### src/rtl/pulse_stretch_led_pkg.sv
// -----------------------------------------------------------------------------
// pulse_stretch_led_pkg
// Shared definitions for the LED pulse stretcher: FSM state encodings and a
// helper that sizes the phase counter.
// -----------------------------------------------------------------------------
package pulse_stretch_led_pkg;

    // FSM state encodings shared by every file of the block
    localparam logic [1:0] ST_IDLE = 2'd0;
    localparam logic [1:0] ST_ON   = 2'd1;
    localparam logic [1:0] ST_GAP  = 2'd2;

    // Width that can hold max(on_t, gap_t). The limit value itself is passed
    // to the counter, so the width must cover the limit, not just limit-1.
    function automatic int cnt_width(input int on_t, input int gap_t);
        int m;
        m = (on_t > gap_t) ? on_t : gap_t;
        return (m <= 1) ? 1 : $clog2(m + 1);
    endfunction

endpackage

### src/rtl/pulse_stretch_led_hold_counter.sv
// -----------------------------------------------------------------------------
// hold_counter
// Up-counter used to time both the ON and the GAP phase of the stretcher.
// Counts from 0 while enabled, clears on load, and flags the final cycle of
// the phase (count == limit-1).
//
// Ports
//   clk      in  1  clock, rising edge
//   rst_n    in  1  synchronous active-low reset
//   i_en     in  1  count enable
//   i_load   in  1  clear count to 0 (has priority over i_en)
//   i_limit  in  W  phase length in cycles (>=1)
//   o_last   out 1  count has reached limit-1
// -----------------------------------------------------------------------------
module hold_counter #(
    parameter int W = 5
) (
    input  logic         clk,
    input  logic         rst_n,
    input  logic         i_en,
    input  logic         i_load,
    input  logic [W-1:0] i_limit,
    output logic         o_last
);

    logic [W-1:0] r_count;

    always_ff @(posedge clk) begin
        if (!rst_n) begin
            r_count <= '0;
        end else if (i_load) begin
            r_count <= '0;
        end else if (i_en) begin
            r_count <= r_count + W'(1);
        end
    end

    assign o_last = (r_count == (i_limit - W'(1)));

endmodule

### src/rtl/pulse_stretch_led.sv
// -----------------------------------------------------------------------------
// pulse_stretch_led
// Stretches single-cycle event pulses into visible LED ON windows, each
// followed by a forced OFF gap. Events arriving while a window or gap is
// running are queued in a saturating counter so every event is shown.
//
// Ports
//   clk_200H  in  1   system clock (200 Hz), rising edge
//   rst_n     in  1   synchronous active-low reset
//   pulse_in  in  1   event strobe, one cycle wide
//   led_out   out 1   stretched LED drive (registered)
//   busy      out 1   high in ON or GAP (registered)
//   pending   out PW  queued events not yet displayed
//   overflow  out 1   sticky: an event was dropped with the queue full
//   ovf_clr   in  1   clears overflow (only with PULSE_STRETCH_OVF_CLR_EN)
//
// Build option
//   PULSE_STRETCH_OVF_CLR_EN  adds the ovf_clr input; without it overflow
//                             clears only on reset.
//
// States
//   ST_IDLE | waiting for an event, LED off
//   ST_ON   | LED on for ON_TICKS cycles
//   ST_GAP  | LED forced off for GAP_TICKS cycles
// -----------------------------------------------------------------------------
module pulse_stretch_led
    import pulse_stretch_led_pkg::*;
#(
    parameter int ON_TICKS    = 20,
    parameter int GAP_TICKS   = 10,
    parameter int MAX_PENDING = 7,
    parameter int PW          = $clog2(MAX_PENDING + 1)
) (
    input  logic          clk_200H,
    input  logic          rst_n,
    input  logic          pulse_in,
    output logic          led_out,
    output logic          busy,
    output logic [PW-1:0] pending,
    output logic          overflow
`ifdef PULSE_STRETCH_OVF_CLR_EN
    ,
    input  logic          ovf_clr
`endif
);

    localparam int CW = cnt_width(ON_TICKS, GAP_TICKS);

    logic [1:0]    r_state;
    logic          r_led;
    logic          r_busy;
    logic [PW-1:0] r_pending;
    logic          r_ovf;

    logic [1:0]    w_state_nxt;
    logic          w_load;
    logic          w_en;
    logic          w_last;
    logic [CW-1:0] w_limit;
    logic          w_inc;
    logic          w_dec;
    logic          w_ovf_set;
    logic          w_ovf_clr;

    // One counter serves both phases; the limit follows the current state.
    assign w_limit = (r_state == ST_GAP) ? CW'(GAP_TICKS) : CW'(ON_TICKS);
    assign w_en    = (r_state != ST_IDLE);

    hold_counter #(
        .W (CW)
    ) u_hold_counter (
        .clk     (clk_200H),
        .rst_n   (rst_n),
        .i_en    (w_en),
        .i_load  (w_load),
        .i_limit (w_limit),
        .o_last  (w_last)
    );

    always_comb begin
        w_state_nxt = r_state;
        w_load      = 1'b0;
        w_inc       = 1'b0;
        w_dec       = 1'b0;
        case (r_state)
            ST_IDLE: begin
                // Counter held at 0 so ON starts from a clean count.
                w_load = 1'b1;
                if (pulse_in) begin
                    w_state_nxt = ST_ON;
                end
            end
            ST_ON: begin
                w_inc = pulse_in;
                if (w_last) begin
                    w_state_nxt = ST_GAP;
                    w_load      = 1'b1;
                end
            end
            ST_GAP: begin
                if (w_last) begin
                    w_load = 1'b1;
                    if (r_pending != '0) begin
                        w_state_nxt = ST_ON;
                        w_dec       = 1'b1;
                        w_inc       = pulse_in;
                    end else if (pulse_in) begin
                        // Queue empty: the new event is shown directly.
                        w_state_nxt = ST_ON;
                    end else begin
                        w_state_nxt = ST_IDLE;
                    end
                end else begin
                    w_inc = pulse_in;
                end
            end
            default: begin
                w_state_nxt = ST_IDLE;
                w_load      = 1'b1;
            end
        endcase
    end

    assign w_ovf_set = w_inc && !w_dec && (r_pending == PW'(MAX_PENDING));

`ifdef PULSE_STRETCH_OVF_CLR_EN
    assign w_ovf_clr = ovf_clr;
`else
    assign w_ovf_clr = 1'b0;
`endif

    always_ff @(posedge clk_200H) begin
        if (!rst_n) begin
            r_state   <= ST_IDLE;
            r_led     <= 1'b0;
            r_busy    <= 1'b0;
            r_pending <= '0;
            r_ovf     <= 1'b0;
        end else begin
            r_state <= w_state_nxt;
            r_led   <= (w_state_nxt == ST_ON);
            r_busy  <= (w_state_nxt != ST_IDLE);

            // Simultaneous increment and decrement leave the queue unchanged.
            if (w_inc && !w_dec) begin
                if (r_pending != PW'(MAX_PENDING)) begin
                    r_pending <= r_pending + PW'(1);
                end
            end else if (w_dec && !w_inc) begin
                r_pending <= r_pending - PW'(1);
            end

            // A new overflow in the same cycle as a clear keeps the flag set.
            if (w_ovf_set) begin
                r_ovf <= 1'b1;
            end else if (w_ovf_clr) begin
                r_ovf <= 1'b0;
            end
        end
    end

    assign led_out  = r_led;
    assign busy     = r_busy;
    assign pending  = r_pending;
    assign overflow = r_ovf;

endmodule

### config.mk
export PLATFORM = sky130hd
export DESIGN_NAME = pulse_stretch_led
export DESIGN_NICKNAME = d
export VERILOG_FILES = /design/src/rtl/pulse_stretch_led_pkg.sv /design/src/rtl/pulse_stretch_led_hold_counter.sv /design/src/rtl/pulse_stretch_led.sv
export SDC_FILE = /design/constraint.sdc
export NUM_CORES = 1
export LEC_CHECK = 0
export ABC_CLOCK_PERIOD_IN_PS = 2200
export BUFFER_PORTS_ARGS = -buffer_cell sky130_fd_sc_hd__buf_2
export CORE_MARGIN = 2
export CORE_UTILIZATION = 49
export CTS_CLUSTER_DIAMETER = 200
export DETAILED_ROUTE_END_ITERATION = 8
export PLACE_DENSITY = 0.71
export SLEW_MARGIN = 20
export SYNTH_ARGS = -nofsm -noshare
export SYNTH_HDL_FRONTEND = slang
export SYNTH_SLANG_ARGS = --single-unit
### constraint.sdc
create_clock -name clk_200H -period 2.2 [get_ports clk_200H]
set_input_delay 0.22 -clock clk_200H [delete_from_list [all_inputs] [get_ports clk_200H]]
set_output_delay 0.22 -clock clk_200H [all_outputs]
set_load 0.005 [all_outputs]
==> results of run 1 <==
-- routing by layer --
layer / share of wire, % / wire length (um) / GRT usage (%) / vias up
met5: 0 / 0 / 0 / -
met4: 1.2 / 21 / 7.27 / 0
met3: 2.9 / 51 / 2.50 / 2
met2: 51 / 892 / 32.4 / 12
met1: 45 / 799 / 25.2 / 343
li1: - / - / - / 371
-- sequential cells by signal, indices dropped and copies added, names as in the netlist --
signal / flops
pending: 3
r_state: 2
u_hold_counter.r_count: 5
led_out: 1
busy: 1
overflow: 1
-- stage by stage --
step	cell area, um2	TNS, ns	hold slack, ns	setup slack [ns]
2_1_floorplan	777	0	0.449	0.0569
3_3_place_gp	926	0	0.463	0.0446
3_5_place_dp	926	-0.00298	0.452	-0.00298
4_1_cts	953	0	0.285	0.0245
5_1_grt	1000	-0.0206	0.306	-0.0206
6_report	1000	0	0.279	0.0929
-- cell usage in the layout, fill, tap and decap left out, types with 2 or more instances in the layout --
master / instances
buf_4: 14
dfxtp_1: 11
nand2_1: 8
nor2_1: 8
buf_2: 8
nand2b_1: 4
a21oi_1: 4
mux2i_1: 4
inv_2: 3
o21ai_0: 3
inv_1: 3
nor4_1: 3
nand3_1: 3
xor2_1: 3
clkbuf_4: 3
o21ai_1: 2
nor4bb_1: 2
nor2b_1: 2
nor3b_1: 2
a211oi_1: 2
ha_1: 2
ha_4: 2
dfxtp_2: 2
-- cells in the mapped netlist (all sizes together), types with 2 or more instances --
| cell type | n |
|---|---|
| xor2 | 3 |
| nand3 | 4 |
| a21oi | 4 |
| nand2 | 8 |
| nand2b | 4 |
| nor4bb | 2 |
| a211oi | 2 |
| dfxtp | 13 |
| ha | 5 |
| a2111oi | 2 |
| nor4 | 3 |
| mux2i | 4 |
| nor3b | 2 |
| inv | 6 |
| nor2 | 8 |
| nor2b | 2 |
| o21ai | 5 |
-- final timing paths --
path                 to  cells after the start        from  slack, ns
min          pending[0]                      3       rst_n       0.28
max          pending[2]                     10  r_state[1]       0.09
max reg2reg  pending[2]                     10  r_state[1]       0.09
min reg2reg    overflow                      2    overflow       0.47
-- power by group --
group | switching (uW) | internal [uW]
Combinational | 44.9 | 35.1
Sequential | 2.91 | 243
Clock | 78.0 | 70.4
-- repair_timing --
action,4_1_cts,5_1_grt
gates cloned,0,0
setup endpoints to repair,1,1
gates resized for setup,1,13
pin swaps,1,3
buffers inserted,0,1
endpoints found under the hold margin,0,0
-- kinds of logic after synthesis --
| kind of cell | share of synthesized area [%] |
|---|---|
| AND/OR/NAND/NOR | 25.8 |
| AO/OA/AOI/OAI | 16.4 |
| flip-flops | 33.5 |
| buffers and inverters | 4.02 |
| adder cells (fa/ha/maj) | 10.6 |
| XOR/XNOR | 4.51 |
| multiplexers | 5.15 |
-- layout make-up --
| type | count | share of cell area [%] |
|---|---|---|
| flip-flops and latches | 13 | 26.2 |
| multi-input cells | 69 | 52.5 |
| well taps | 16 | 2.00 |
| inverters | 6 | 2.24 |
| clock buffers | 4 | 2.62 |
| repair buffers | 22 | 14.5 |
-- critical path: stages (launching register included) --
cell and delay (ns):
dfxtp_2 0.34, buf_4 0.14, ha_4 0.16, inv_2 0.07, o21ai_0 0.10, a21o_1 0.22, fa_2 0.39, nand3_2 0.08
nor4_1 0.04, a311oi_1 0.30, mux2i_1 0.21
==> metrics, run 1 <==
status=finished, final reports clean; IO Count=9; post-layout util=67.4%; clk buf depth=2; # diodes=0; Cell Rows=14; post-synthesis async set-or-reset flop share=0%; residual DRC count=0; Final Net Count=124; remaining antenna violation count=0; CTS HTree Levels=1; min Tclk post-route=2.11 ns; PortBufs=8; fraction of layout cells with a size suffix above 1=32.5%; Initial DRC Count=22; Wirelength per Cell=13.6 um; area grow syn2layout=29.1%; slew margin rel.=69.9%; leakage=0.000417 uW; Final setup viols=0; cts bufs inserted=3; Worst Max-Slew Pin Slew=0.449 ns; Inst Count DP=125; Initial Util=52.2%; Multi-input gate area=527 um2; Tot GR Track Use=19.3%; Seq/Total Area, Yosys=33.5%; HP Class=primary input to register; CTS Hold Bufs=0; Worst EP arrival=2.32 ns; first-pass GRT wire length=2790 um; die span in y=43.8 um; routed vias/inst=5.60; Post-synth EDFFs=0; vias in the first global route=654; Root Driver=clkbuf_4; vias=728; post-synthesis cell count=90; Max FO, Critical Path=4; register area=263 um2; top_reg_cell synth=dfxtp_1; Worst Skew=0.00291 ns; Sink Count=13; Slew Viols, Final=0; Clk Latency, worst-skew pair=0.28 ns; CP startpoint kind=register; DRT Pass-1 Iters=4; GPL Wtd Cong=0.832; Final Non-Filler Cells=130; # fillers=121; Worst-path clk slew=0.08 ns; antenna violations before repair=0; Yosys warning count=0; final WL=1760 um; cell taking the most area after synthesis=dfxtp_1; grt ovf=0; Critical Path RT=2.41 ns; Overall Power=474 uW; Power Dens Cells=473 nW/um2; DIE WIDTH=43.8 um; Critical Path End Type=register; Unique masters post-synth=32; top post-synthesis cells by area=dfxtp_1 33%, ha_1 8.1%, mux2i_1 5.2%; Max Cap Viol=0; final hold violations=0; TritonCTS clock tree=done; largest net degree at the start of global routing=11; Synth Register Bits=13; area of the core=1490 um2; Setup CP Type=register to register; syn nets=99; FMAX=475 MHz; Final HPWL DP=1330 um; die area=1920 um2; Avg Cell Area, Syn=8.63 um2; maximum vdd ir drop=509 uV; Mapped Area=777 um2; Synth top area share=33.5%; period utilization=95.8%
Power figures use the tool's default switching activity.
==> run 2: changes to the inputs <==
Settings changed: SETUP_SLACK_MARGIN from default to 0.2.
==> run 2 against run 1 <==
Effect of this change: worst hold slack improved by 0.0022 ns; non-clock buffer count rose by 1; power rose by 2.9%; sequential share of layout area fell by 1.4 points; worst setup slack improved by 0.052 ns; maximum frequency rose by 2.5%; sequential power barely moved; first-iteration DRC count fell by 4.5%; global-route usage rose by 3.2 points; utilization rose by 5.4 points; design area rose by 8.0%; die area did not move.
==> metrics, run 2 (synthesized netlist as in run 1, its figures left out) <==
slowest stage delay, CP=0.40 ns; Max FO, Critical Path=4; vias=768; CP Cell Sequence=inv_4, ha_4, nand2_4, a21o_1, fa_2, nand2_2, a2111oi_4, a311oi_2, mux2i_1; Initial DRC Count=21; hold slack=0.281 ns; clk buf depth=2; HP Class=primary input to register; CTS Hold Bufs=0; largest reg by FF count=u_hold_counter.r_count; TritonCTS clock tree=done; IO Count=9; commonest non-fill, non-tap cell in the layout=buf_4; remaining antenna violation count=0; grt ovf=0; routed vias/inst=5.86; GPL Wtd Cong=0.817; Setup crit start=r_state[0]; Tot GR Track Use=22.6%; cts bufs inserted=3; Worst path top cell family by delay=adder cells; Worst Skew=0.0115 ns; die area=1920 um2; min Tclk post-route=2.06 ns; Worst Path Buf+Inv=1; Cell Rows=14; Worst-path clk slew=0.09 ns; TNS Setup=0 ns; slew margin rel.=66.0%; M1 GR Usage=28.7%; max reg flops=5; worst r2r src=r_state[0]; PortBufs=8; DRT Pass-1 Iters=4; Final Net Count=125; CP startpoint kind=register; Critical Path RT=2.41 ns; critical path depth in cells=9; area grow syn2layout=39.5%; Slew Viols, Final=0; final hold violations=0; antenna violations before repair=0; Root Driver=clkbuf_4; GR peak layer=met2; Final setup viols=0; largest net degree at the start of global routing=11; status=finished, final reports clean; R2R setup slack=0.14 ns; Worst path slowest cell=fa_2; FMAX=487 MHz; die span in y=43.8 um; met3 usage=2.92%; DIE WIDTH=43.8 um; Clk Latency, worst-skew pair=0.28 ns; vias in the first global route=733; Worst Max-Slew Pin Slew=0.510 ns; Max Cap Viol=0; Sink Count=13; leakage=0.000440 uW; first-pass GRT wire length=3280 um; fraction of layout cells with a size suffix above 1=40.9%; worst setup path end=pending[2]; most frequent cells in the layout=15 x buf_4, 10 x dfxtp_1, 8 x nor2_1, 8 x buf_2, 6 x nand2_1; Final HPWL DP=1220 um; area of the core=1490 um2; # diodes=0; final WL=2020 um; FF-to-FF End=pending[2]; Wirelength per Cell=15.5 um; Power Dens Cells=450 nW/um2; maximum vdd ir drop=350 uV; period utilization=93.4%; CTS HTree Levels=1; RSZ-0062 raised after global routing=true; Critical Path End Type=register; Setup CP Type=register to register; R2R depth=9; Initial Util=52.2%; residual DRC count=0; Worst EP arrival=2.27 ns; met2 usage=39.1%
## run 2: final cells by class
cell class              count  area (um2)
multi-input cells          69         586
well taps                  16        20.0
flip-flops and latches     13         269
fillers                   120         405
repair buffers             23         153
clock buffers               4        26.3
inverters                   6        30.0
## run 2: through the flow
| step | total power, uW | std cells | area [um2] | setup WS, ns | util [%] |
|---|---|---|---|---|---|
| 2_1_floorplan | 302 | 90 | 817 | 0.202 | - |
| 3_3_place_gp | 323 | 118 | 907 | 0.105 | 60.9 |
| 3_5_place_dp | 324 | 118 | 907 | 0.0697 | 60.9 |
| 4_1_cts | 476 | 127 | 1010 | 0.199 | 67.9 |
| 5_1_grt | 508 | 131 | 1080 | 0.0601 | 72.8 |
| 6_report | 488 | 131 | 1080 | 0.145 | 72.8 |
## run 2: power breakdown
part	total, uW	leakage [uW]	internal [uW]	switching, uW
sequential	248	0.000108	242	6.84
combinational	90.3	0.000317	40.7	49.6
clock	149	0.0000150	70.1	79.2
total	488	0.000440	352	136
## run 2: routing by layer
layer | share of wire, % | up-vias
li1 | - | 374
met1 | 48 | 373
met2 | 49 | 17
met3 | 3.0 | 4
met4 | 0.64 | 0
met5 | 0 | -
## run 2: what timing repair did
| item | in CTS | in global routing |
|---|---|---|
| buffers inserted | 5 | 4 |
| gates resized for setup | 11 | 8 |
| pin swaps | 8 | 7 |
| endpoints found under the setup margin | 1 | 1 |
## run 2: how the worst min path moves through the flow
stage | from | endpoint | slack [ns] | cells past startpoint
finish | rst_n | overflow | 0.28 | 3
global route | rst_n | pending[1] | 0.31 | 3
CTS | rst_n | overflow | 0.28 | 3
detailed placement | overflow | overflow | 0.44 | 2
global placement | overflow | overflow | 0.45 | 2
floorplan | overflow | overflow | 0.45 | 2
## run 2: worst register-to-register path: stages, from the launching register on
cell and delay, ns:
dfxtp_4 0.39, inv_4 0.06, ha_4 0.28, nand2_4 0.05, a21o_1 0.19, fa_2 0.40, nand2_2 0.12, a2111oi_4 0.05
a311oi_2 0.29, mux2i_1 0.20
==> run 3: changes to the inputs <==
Settings changed: ABC_CLOCK_PERIOD_IN_PS 2200 to 2500, BUFFER_PORTS_ARGS -buffer_cell sky130_fd_sc_hd__buf_2 to -buffer_cell sky130_fd_sc_hd__buf_4, CORE_UTILIZATION 49 to 59, PLACE_DENSITY 0.71 to 0.8.
Clock period 2.2 ns to 2.5 ns, I/O delays scaled along.
==> run 3 against run 2 <==
Effect of this change: critical path depth stayed put; maximum frequency is 4.3% lower; global-route usage is 1.4 points higher; clock skew is 0.0085 ns lower; clock power is 8% lower; worst hold slack worse by 0.030 ns; die area is 15% lower; sequential cell count stayed put; worst setup slack better by 0.21 ns; largest power group unchanged; critical endpoint unchanged; combinational power is 32% lower; critical path type unchanged; via count is 11% lower; highest routed layer unchanged.
==> metrics, run 3 (synthesized netlist as in run 1, its figures left out) <==
Final Net Count=111; Cell Rows=13; grt ovf=0; Critical Path RT=2.72 ns; Worst-path clk slew=0.08 ns; Wirelength per Cell=13.1 um; Worst Skew=0.00302 ns; Worst path slowest cell=dfxtp_4; fraction of layout cells with a size suffix above 1=21.8%; Inst Count DP=111; Power Dens Cells=450 nW/um2; post-layout util=73.0%; TritonCTS clock tree=done; Overall Power=417 uW; RSZ-0062 raised after global routing=false; Initial Util=61.2%; # diodes=0; die span in y=40.3 um; TNS Setup=0 ns; FMAX=466 MHz; largest net degree at the start of global routing=11; clk buf depth=2; cts bufs inserted=3; residual DRC count=0; remaining antenna violation count=0; IO Count=9; Max FO, Critical Path=4; CP Cell Sequence=inv_1, ha_4, nand2_1, a21o_1, fa_2, nand2_1, a2111oi_2, a311oi_1, mux2i_1; largest reg by FF count=u_hold_counter.r_count; Worst Max-Slew Pin Slew=0.423 ns; CTS Hold Bufs=0; commonest non-fill, non-tap cell in the layout=dfxtp_1; maximum vdd ir drop=372 uV; DIE WIDTH=40.3 um; Tot GR Track Use=23.9%; area grow syn2layout=19.2%; Setup CP Type=register to register; PortBufs=8; vias in the first global route=588; Root Driver=clkbuf_4; final WL=1520 um; max reg flops=5; Max Cap Viol=0; Final Non-Filler Cells=116; DRT Pass-1 Iters=4; GPL Wtd Cong=0.865; most frequent cells in the layout=10 x dfxtp_1, 9 x buf_4, 8 x nand2_1, 8 x nor2_1, 5 x inv_1; # fillers=109; Clk Latency, worst-skew pair=0.29 ns; slew margin rel.=71.6%; slowest stage delay, CP=0.38 ns; final hold violations=0; Slew Viols, Final=0; Final setup viols=0; Worst Path Buf+Inv=1; first-pass GRT wire length=2510 um; CP startpoint kind=register; vias=682; most frequent CP cell=nand2_1; status=finished, final reports clean; min Tclk post-route=2.15 ns; Initial DRC Count=14; period utilization=85.9%; hold slack=0.251 ns; Critical Path End Type=register; Worst path top cell family by delay=adder cells; HP Class=primary input to register; leakage=0.000354 uW; Sink Count=13; routed vias/inst=5.88; die area=1620 um2; antenna violations before repair=0; Final HPWL DP=1150 um; area of the core=1270 um2; Worst EP arrival=2.37 ns; CTS HTree Levels=1
run 3: cell types whose count changed in the layout (fill, tap and decap cells not counted), sizes merged:
cell / before / now
buf: 23 / 9
run 3: stage by stage:
| step | setup slack, ns | area, um2 |
|---|---|---|
| final | 0.352 | 926 |
| after global routing | 0.228 | 926 |
| after CTS | 0.210 | 888 |
| after detailed placement | 0.178 | 847 |
| after global placement | 0.235 | 847 |
| after floorplan | 0.357 | 777 |
run 3: worst paths after layout:
path                   start    endpoint  slack [ns]  depth (start not counted)
hold reg to reg     overflow    overflow        0.46                          2
hold / removal         rst_n    overflow        0.25                          3
setup reg to reg  r_state[1]  pending[2]        0.35                          9
setup / recovery  r_state[1]  pending[2]        0.35                          9
run 3: repair_timing:
item	4_1_cts	5_1_grt
resized for setup	2	11
pin swaps	0	2
endpoints found under the setup margin	1	1
buffers inserted	0	1
run 3: cell type report:
type                            instances  area [um2]  area share, %
Inverter                                6        22.5           2.43
Multi-Input combinational cell         69         524           56.6
Clock buffer                            4        26.3           2.84
Sequential cell                        13         267           28.8
Tap cell                               15        18.8           2.03
Timing Repair Buffer                    9        67.6           7.30
run 3: tightest hold or removal path: cells and delay by family:
family / cells / cell delay [ns]
AND/OR/NAND/NOR: 1 / 0.06
AO/OA/AOI/OAI: 1 / 0.05
buffers and inverters: 1 / 0.14
run 3: power breakdown:
| group | switching (uW) | internal, uW | total (uW) |
|---|---|---|---|
| clock | 74.4 | 62.1 | 137 |
| sequential | 5.86 | 213 | 219 |
| combinational | 33.3 | 28.4 | 61.7 |
run 3: per-layer routing:
metal	routed length, um	track usage, %	vias up	part of all wire (%)
met3	57	3.33	5	3.8
li1	-	-	348	-
met5	0	0	-	0
met4	40	15.8	0	2.6
met1	710	28.3	316	47
met2	711	39.9	13	47
